$ cat src/rtl/reg_dest_queue_if.sv
// Bus between the decode/issue side and the destination queue.
// The queue is the slave; the control unit / instruction register side is the master.
`timescale 1ns/1ps
interface reg_dest_queue_if #(
  parameter int unsigned ADDR_W = 5,
  parameter int unsigned DEPTH  = 4
);
  localparam int unsigned CNT_W = $clog2(DEPTH) + 1;

  logic [1:0]        sel;
  logic [ADDR_W-1:0] inst20_16;
  logic [ADDR_W-1:0] inst15_11;
  logic              issue;
  logic              retire;
  logic [ADDR_W-1:0] src_a;
  logic [ADDR_W-1:0] src_b;
  logic [ADDR_W-1:0] dest_sel;
  logic [ADDR_W-1:0] wb_dest;
  logic              hazard;
  logic [CNT_W-1:0]  count;
  logic              full;
  logic              empty;
  logic              err;

  modport master (
    output sel, inst20_16, inst15_11, issue, retire, src_a, src_b,
    input  dest_sel, wb_dest, hazard, count, full, empty, err
  );

  modport slave (
    input  sel, inst20_16, inst15_11, issue, retire, src_a, src_b,
    output dest_sel, wb_dest, hazard, count, full, empty, err
  );
endinterface

$ cat src/rtl/reg_dest_queue.sv
// Register-destination selector with an in-order queue of in-flight
// destinations. The oldest entry feeds the register-file write port and
// every pending entry is compared against the decoding sources for RAW hazards.
`timescale 1ns/1ps
module reg_dest_queue #(
  parameter int unsigned ADDR_W   = 5,
  parameter int unsigned DEPTH    = 4,
  parameter int unsigned LINK_REG = 31
) (
  input  logic             clk,
  input  logic             reset,
  reg_dest_queue_if.slave  bus
);
  localparam int unsigned PTR_W = $clog2(DEPTH);
  localparam int unsigned CNT_W = PTR_W + 1;
  localparam logic [CNT_W-1:0] FULL_CNT = CNT_W'(DEPTH);

  logic [ADDR_W-1:0] mem [DEPTH];
  logic [PTR_W-1:0]  head;
  logic [PTR_W-1:0]  tail;
  logic [CNT_W-1:0]  cnt;
  logic              err_q;

  logic [ADDR_W-1:0] sel_dest;
  logic              is_full;
  logic              is_empty;
  logic              push;
  logic              pop;
  logic              proto_err;
  logic              hit;

  // Destination select; all four codes decode, code 11 means no write.
  always_comb begin
    sel_dest = '0;
    unique case (bus.sel)
      2'b00:   sel_dest = bus.inst20_16;
      2'b01:   sel_dest = bus.inst15_11;
      2'b10:   sel_dest = ADDR_W'(LINK_REG);
      default: sel_dest = '0;
    endcase
  end

  // Push/pop qualification and protocol-error detection.
  // A full queue still accepts a push when a retire frees the head slot on the same edge.
  always_comb begin
    is_full   = (cnt == FULL_CNT);
    is_empty  = (cnt == '0);
    push      = bus.issue && (sel_dest != '0) && (!is_full || bus.retire);
    pop       = bus.retire && !is_empty;
    proto_err = (bus.issue && (sel_dest != '0) && is_full && !bus.retire) ||
                (bus.retire && is_empty);
  end

  // Pointer, occupancy and sticky error state; reset wins over issue/retire.
  always_ff @(posedge clk) begin
    if (reset) begin
      head  <= '0;
      tail  <= '0;
      cnt   <= '0;
      err_q <= 1'b0;
    end else begin
      if (push) tail <= tail + 1'b1;
      if (pop)  head <= head + 1'b1;
      unique case ({push, pop})
        2'b10:   cnt <= cnt + 1'b1;
        2'b01:   cnt <= cnt - 1'b1;
        default: cnt <= cnt;
      endcase
      if (proto_err) err_q <= 1'b1;
    end
  end

  // Entry storage; contents are only meaningful between head and tail.
  always_ff @(posedge clk) begin
    if (push && !reset) mem[tail] <= sel_dest;
  end

  // RAW hazard: an entry is valid when its distance from head is below the count.
  always_comb begin
    hit = 1'b0;
    for (int unsigned i = 0; i < DEPTH; i++) begin
      if ({1'b0, PTR_W'(PTR_W'(i) - head)} < cnt) begin
        if (((mem[PTR_W'(i)] == bus.src_a) && (bus.src_a != '0)) ||
            ((mem[PTR_W'(i)] == bus.src_b) && (bus.src_b != '0)))
          hit = 1'b1;
      end
    end
  end

  // Output drive.
  always_comb begin
    bus.dest_sel = sel_dest;
    bus.wb_dest  = is_empty ? '0 : mem[head];
    bus.hazard   = hit;
    bus.count    = cnt;
    bus.full     = is_full;
    bus.empty    = is_empty;
    bus.err      = err_q;
  end
endmodule

$ cat src/flat_wrapper.sv
// flat-port wrapper written by rule: the top's interface ports become plain ports
module reg_dest_queue_flat 
#(
  parameter int unsigned ADDR_W   = 5,
  parameter int unsigned DEPTH    = 4,
  parameter int unsigned LINK_REG = 31
)
  (clk, reset, bus_sel, bus_inst20_16, bus_inst15_11, bus_issue, bus_retire, bus_src_a, bus_src_b, bus_dest_sel, bus_wb_dest, bus_hazard, bus_count, bus_full, bus_empty, bus_err);
  reg_dest_queue_if #(.ADDR_W(ADDR_W), .DEPTH(DEPTH)) bus_i ();
  input  logic clk;
  input  logic reset;
  input wire logic [$bits(bus_i.sel)-1:0] bus_sel;
  input wire logic [$bits(bus_i.inst20_16)-1:0] bus_inst20_16;
  input wire logic [$bits(bus_i.inst15_11)-1:0] bus_inst15_11;
  input wire logic [$bits(bus_i.issue)-1:0] bus_issue;
  input wire logic [$bits(bus_i.retire)-1:0] bus_retire;
  input wire logic [$bits(bus_i.src_a)-1:0] bus_src_a;
  input wire logic [$bits(bus_i.src_b)-1:0] bus_src_b;
  output wire logic [$bits(bus_i.dest_sel)-1:0] bus_dest_sel;
  output wire logic [$bits(bus_i.wb_dest)-1:0] bus_wb_dest;
  output wire logic [$bits(bus_i.hazard)-1:0] bus_hazard;
  output wire logic [$bits(bus_i.count)-1:0] bus_count;
  output wire logic [$bits(bus_i.full)-1:0] bus_full;
  output wire logic [$bits(bus_i.empty)-1:0] bus_empty;
  output wire logic [$bits(bus_i.err)-1:0] bus_err;
  assign bus_i.sel = bus_sel;
  assign bus_i.inst20_16 = bus_inst20_16;
  assign bus_i.inst15_11 = bus_inst15_11;
  assign bus_i.issue = bus_issue;
  assign bus_i.retire = bus_retire;
  assign bus_i.src_a = bus_src_a;
  assign bus_i.src_b = bus_src_b;
  assign bus_dest_sel = bus_i.dest_sel;
  assign bus_wb_dest = bus_i.wb_dest;
  assign bus_hazard = bus_i.hazard;
  assign bus_count = bus_i.count;
  assign bus_full = bus_i.full;
  assign bus_empty = bus_i.empty;
  assign bus_err = bus_i.err;
  reg_dest_queue #(.ADDR_W(ADDR_W), .DEPTH(DEPTH), .LINK_REG(LINK_REG)) u_core (.clk(clk), .reset(reset), .bus(bus_i));
endmodule
$ cat config.mk
export PLATFORM = sky130hd
export DESIGN_NAME = reg_dest_queue_flat
export DESIGN_NICKNAME = d
export VERILOG_FILES = /design/src/rtl/reg_dest_queue_if.sv /design/src/rtl/reg_dest_queue.sv /design/src/flat_wrapper.sv
export SDC_FILE = /design/constraint.sdc
export NUM_CORES = 1
export LEC_CHECK = 0
export ABC_AREA = 1
export BUFFER_PORTS_ARGS = -buffer_cell sky130_fd_sc_hd__buf_4
export CAP_MARGIN = 20
export CORE_ASPECT_RATIO = 1.1
export CORE_MARGIN = 1
export CORE_UTILIZATION = 55
export CTS_CLUSTER_SIZE = 12
export DETAILED_ROUTE_END_ITERATION = 6
export GPL_ROUTABILITY_DRIVEN = 0
export GPL_TIMING_DRIVEN = 1
export PLACE_DENSITY = 0.79
export SYNTH_ARGS = -nofsm -noshare
export SYNTH_HDL_FRONTEND = slang
export SYNTH_SLANG_ARGS = --single-unit
$ cat constraint.sdc
create_clock -name clk -period 2.6 [get_ports clk]
set_input_delay 0.52 -clock clk [delete_from_list [all_inputs] [get_ports clk]]
set_output_delay 0.52 -clock clk [all_outputs]
set_load 0.005 [all_outputs]
-- Yosys cells after proc, flatten, opt, wreduce, memory -nomap -nowiden
Memories as Yosys holds them, arrays and structs flattened. A register that Yosys moved wholly into a read port is not among the register bits.
Index checks and enable logic that the tools add are counted.
- $add $sub $neg: 8
- $lt $le $gt $ge: 4
- eq/ne operators: 13
- mux-type cells: 15
- reduce and logical (&&, ||, !) cells: 31
- operators with widths (operator ; count):
    5-bit equality test ; 8
    1-bit logical AND ; 15
    5-bit case mux with 3 select lines ; 1
    5-bit nonzero test ; 3
    2-bit by 3-bit < comparator with 1-bit output ; 4
    1-bit two-way mux ; 10
    1-bit logical OR ; 6
    3-bit case mux with 2 select lines ; 1
    5-bit two-way mux ; 1
    2-bit by 1-bit adder with 2-bit output, second input constant ; 2
    2-bit by 1-bit equality test with 1-bit output, second input constant ; 2
    2-bit equality test, second input constant ; 2
    1-bit logical NOT ; 4
    2-bit two-way mux ; 2
    1-bit by 2-bit subtractor with 2-bit output, first input constant ; 2
    2-bit subtractor, first input constant ; 2
    3-bit by 1-bit adder with 3-bit output, second input constant ; 1
    3-bit equality test, second input constant ; 1
    3-bit logical NOT ; 1
    3-bit by 1-bit subtractor with 3-bit output, second input constant ; 1
    2-bit logical NOT ; 1
    2-bit nonzero test ; 1
- flip-flop bits (word level): 8
- memory bits (writable): 20
- bits of input ports: 26
- output and inout bits: 17
- word-level logic and storage cells: 76
- memories kept: 1
- memories (name ; words ; width ; read ports ; clocked after memory_dff ; wr ports ; RTL line ; RTL):
    u_core.mem ; 4 ; 5 ; 5 ; 1 ; 1 ; reg_dest_queue.sv:18 ; logic [ADDR_W-1:0] mem [DEPTH];

-- Depth between registers and ports, before layout
- word-level depth: 11
- gate-level depth with buffers: 15
- depth with buffers taken out: 15

-- Worst setup path before layout
OpenSTA, ideal clock, no wires.
- kind: input to register
- start point: input bus_sel[0]
- end point: register u_core.cnt[2] (netlist: u_core.bus.count[2])
- library setup time: 122 ps
- arrival time: 2062 ps
- data required time: 2478 ps
- setup slack: 416 ps
- stages: 14
- path buffers: 0
- path through: nor2_4 > nand2_1 > nand2_1 > nand2_1 > nor2_2 > nand2_4 > nand3_4 > ha_1 > inv_1 > fa_1 > a21oi_1 > o21ai_0 > o21ai_0 > a21oi_1
- cells in the longest elaborated chain, start to end: 7
- elaborated cells between the ends (all ways): 11
- those cells by class: 4 x eq/ne; 2 x mux; 5 x reduce/logical
- ends and longest elaborated chain (item ; RTL line ; RTL):
    from (decl) ; flat_wrapper.sv:12 ; input wire logic [$bits(bus_i.sel)-1:0] bus_sel;
    2-bit equality test, or another cell as far along ; reg_dest_queue.sv:35 ; unique case (bus.sel)
    5-bit case mux with 3 select lines (*) ; reg_dest_queue.sv:35 ;
    5-bit nonzero test (*) ; reg_dest_queue.sv:48 ; push = bus.issue && (sel_dest != '0) && (!is_full || bus.retire);
    1-bit logical AND (*) (2 in a row) ; reg_dest_queue.sv:48 ;
    2-bit by 1-bit equality test with 1-bit output or 2-bit equality test (tied branches) ; reg_dest_queue.sv:64 ; unique case ({push, pop})
    3-bit case mux with 2 select lines or 2-bit nonzero test (tied branches) ; - ;
    to (signal assigned) ; reg_dest_queue.sv:65 ; 2'b10: cnt <= cnt + 1'b1;
    to (signal assigned) ; reg_dest_queue.sv:66 ; 2'b01: cnt <= cnt - 1'b1;
    to (signal assigned) ; reg_dest_queue.sv:67 ; default: cnt <= cnt;
    to (decl) ; reg_dest_queue.sv:21 ; logic [CNT_W-1:0] cnt;
Every way passes the cells marked *; elsewhere a longest branch is shown, timed or not.
A chain may end at the register's enable or synchronous reset.

-- Final worst setup path
- start point: register u_core.cnt[1] (netlist: u_core.bus.count[1])
- end point: output bus_hazard
- cells in the longest elaborated chain, start to end: 8
- elaborated cells between the ends (all ways): 11
- those cells by class: 4 x order compare; 7 x mux
- ends and longest elaborated chain (item ; RTL line ; RTL):
    2-bit by 3-bit < comparator with 1-bit output ; reg_dest_queue.sv:82 ; if ({1'b0, PTR_W'(PTR_W'(i) - head)} < cnt) begin
    1-bit two-way mux ; reg_dest_queue.sv:82 ;
    1-bit two-way mux ; reg_dest_queue.sv:83 ; if (((mem[PTR_W'(i)] == bus.src_a) && (bus.src_a != '0)) ||
    1-bit two-way mux ; reg_dest_queue.sv:82 ;
    1-bit two-way mux ; reg_dest_queue.sv:83 ;
    1-bit two-way mux ; reg_dest_queue.sv:82 ;
    1-bit two-way mux ; reg_dest_queue.sv:83 ;
    1-bit two-way mux (*) ; reg_dest_queue.sv:82 ;
    to (decl) ; flat_wrapper.sv:21 ; output wire logic [$bits(bus_i.hazard)-1:0] bus_hazard;
Marks and branches as above.

==> qor.txt <==
PwrDens: 680 mW/mm2
Buffers on Ports: 42
Hold Vio Cnt, Final: 0
Max Buffers Root-to-Sink: 2
CP arrival: 1.90 ns
final setup violation count: 0
Ant. Diodes: 0
hold_buf cts: 0
share of the synthesized area in the top cell type: 26.7%
total track usage: 23.3%
adder-cell share of the synthesized area: 5.90%
# IOs: 43
fin. max-slew vios: 0
EDFF count, synth: 20
area of the core: 0.00393 mm2
cell taking the most area after synthesis: edfxtp_1
largest family of logic cells by synthesized area: simple AND/OR/NAND/NOR gates
Clk pin slew, worst setup/hold paths: 0.06 ns
Die X: 63.0 um
initial antenna violation count: 0
vias per cell: 4.87
Final ANT Viol Nets: 0
post-DR wirelength/cell: 12.2 um
Worst Hold Endpoint: u_core.bus.err
Post-Syn Area per Cell: 7.70 um2
RSZ-0062 raised after global routing: false
min-delay worst type: in2reg
critical setup path kind: reg2out
sequential cell area fraction in the yosys report: 35.6%
DP Wirelength: 3730 um
first-pass GRT wire length: 7790 um
clk_skew: 0.00545 ns
mux cell area share after synthesis: 0%
Worst R2R Start: u_core.bus.count[2]
worst-path fanout max: 5
1st-iter DRT viols: 98
WP data required: 2.08 ns
Synth Warn #: 0
Max Cap Violations: 0
setup slack, reg-to-reg: 0.33 ns
simple-gate share of the synthesized area: 26.1%
Most used DFF post-synth: edfxtp_1
final core utilization: 67.5%
worst skew pair latency: 0.28 ns
Tmin final: 2.42 ns
crit end category: output pin
Residual DRC: 0
Slew @ Worst Pin: 0.454 ns
largest net degree at the start of global routing: 13
post-CTS resize count: 0
XOR/XNOR share of the synthesized area: 15.6%
Worst Reg-to-Reg Cells: 11
DRT Wirelength: 4660 um
Post-Syn Instances: 292
status: complete, no violations
total grt overflow: 0
setup TNS: 0 ns
Worst IR Drop VDD: 0.000314 V
DR pass1 iterations: 4
share of cells above drive strength 1: 20.8%
fin crit share: 92.9%
# clock sinks: 30
commonest non-fill, non-tap cell in the layout: nand2_1
async set-reset flop share out of synthesis: 0%
H-tree depth: 2
Startpoint Class: flop
flops & latches, synth: 30
Num CTS Buffers: 5
Fillers: 346
Post-Synthesis Cell Area: 0.00225 mm2
relative slew slack: 69.6%
vias in the first global route: 1,793
leakage: 1.24 nW
hold path start: reset
top post-synthesis cells by area: edfxtp_1 27%, xnor2_1 10%, nand2_1 9.7%, dfxtp_1 8.9%, nor2_1 7.5%
Final #Nets: 366
Die Area: 0.00435 mm2
Initial Util: 57.2%
via count: 1,867
height of the die: 69.1 um
WHS Path Cells: 2
Yosys cell types: 31
r2r endpoint: u_core.bus.count[2]
Mapped Nets: 328
most frequent cells in the layout: 58 x nand2_1, 45 x nor2_1, 42 x buf_4, 33 x inv_1, 26 x xnor2_1
fmax: 414 MHz
row cnt: 24
TritonCTS clock tree: built
synthesis-to-finish area growth: 18.1%
Post-CTS Setup Inserts: 0
Synth Area in Compound Gates: 8.07%
Root Driver: clkbuf_8
[metrics by stage]
stage	instance area [um2]	hold WS, ns	power (mW)	std cells	setup slack, ns
2_1_floorplan	2250	0.489	1.17	292	0.416
6_report	2660	0.406	1.81	383	0.185
5_1_grt	2660	0.402	1.95	383	0.0132
4_1_cts	2660	0.400	1.82	383	0.165
3_5_place_dp	2570	0.527	1.47	375	0.113
3_3_place_gp	2570	0.520	1.44	375	0.202
[layer usage]
layer	vias up	global-route usage, %	share of wire (%)
met5	-	0	0
met4	0	10.6	2.2
met3	8	4.30	3.0
met2	40	41.8	52
met1	836	26.3	43
li1	983	-	-
[worst max-delay path, stage by stage, from the launching register on]
cell and delay [ns]:
dfxtp_1 0.44, inv_1 0.18, ha_1 0.34, a21oi_1 0.06, or2_2 0.27, nand2_1 0.07, nand2_1 0.04, inv_1 0.04
nand2_1 0.04, buf_4 0.13
[cell families after synthesis]
family,after synthesis
DFF,30
xor gates and xnor gates,40
adders and majority gates,10
buffers and inverters,49
and+or+nand+nor,128
AOI/OAI and AO/OA,35
[cell usage after synthesis, types with 3 or more instances]
master,instances
ha_1,9
inv_1,33
nor2_2,4
edfxtp_1,20
buf_2,10
dfxtp_1,10
inv_2,5
a21oi_1,17
nand3_1,3
xor2_1,14
nand2_2,3
o21ai_0,15
nor2_1,45
xnor2_1,26
or2_1,3
nand2_1,58
[cell type report]
type                            instances  area [um2]  area share [%]
Clock buffer                            6        72.6            2.73
Timing Repair Buffer                   42         315            11.9
Clock inverter                          2        8.76           0.330
Multi-Input combinational cell        213        1250            47.1
Sequential cell                        30         801            30.1
Inverter                               38         143            5.37
Tap cell                               52        65.1            2.45
[power breakdown]
part           leakage, nW  switching (mW)  internal [mW]
clock               0.0426           0.165          0.183
sequential           0.264          0.0946          0.574
combinational        0.929           0.413          0.377
total                 1.24           0.673           1.13
[registers in the layout (all words and copies together), names as in the netlist, named ones only]
register          count
u_core.mem           20
u_core.tail           2
u_core.bus.err        1
u_core.head           2
u_core.bus.count      3
[how the worst max path moves through the flow]
stage	slack, ns	depth (start not counted)	end	from
after floorplan	0.42	14	u_core.bus.count[2]	bus_sel[0]
after global placement	0.20	15	u_core.bus.count[2]	bus_sel[0]
after CTS	0.16	9	bus_hazard	u_core.bus.count[1]
after global routing	0.01	10	bus_hazard	u_core.head[0]
after detailed placement	0.11	15	u_core.bus.count[2]	bus_sel[0]
final	0.18	9	bus_hazard	u_core.bus.count[1]
No activity file was read; power rests on OpenSTA's default activity.
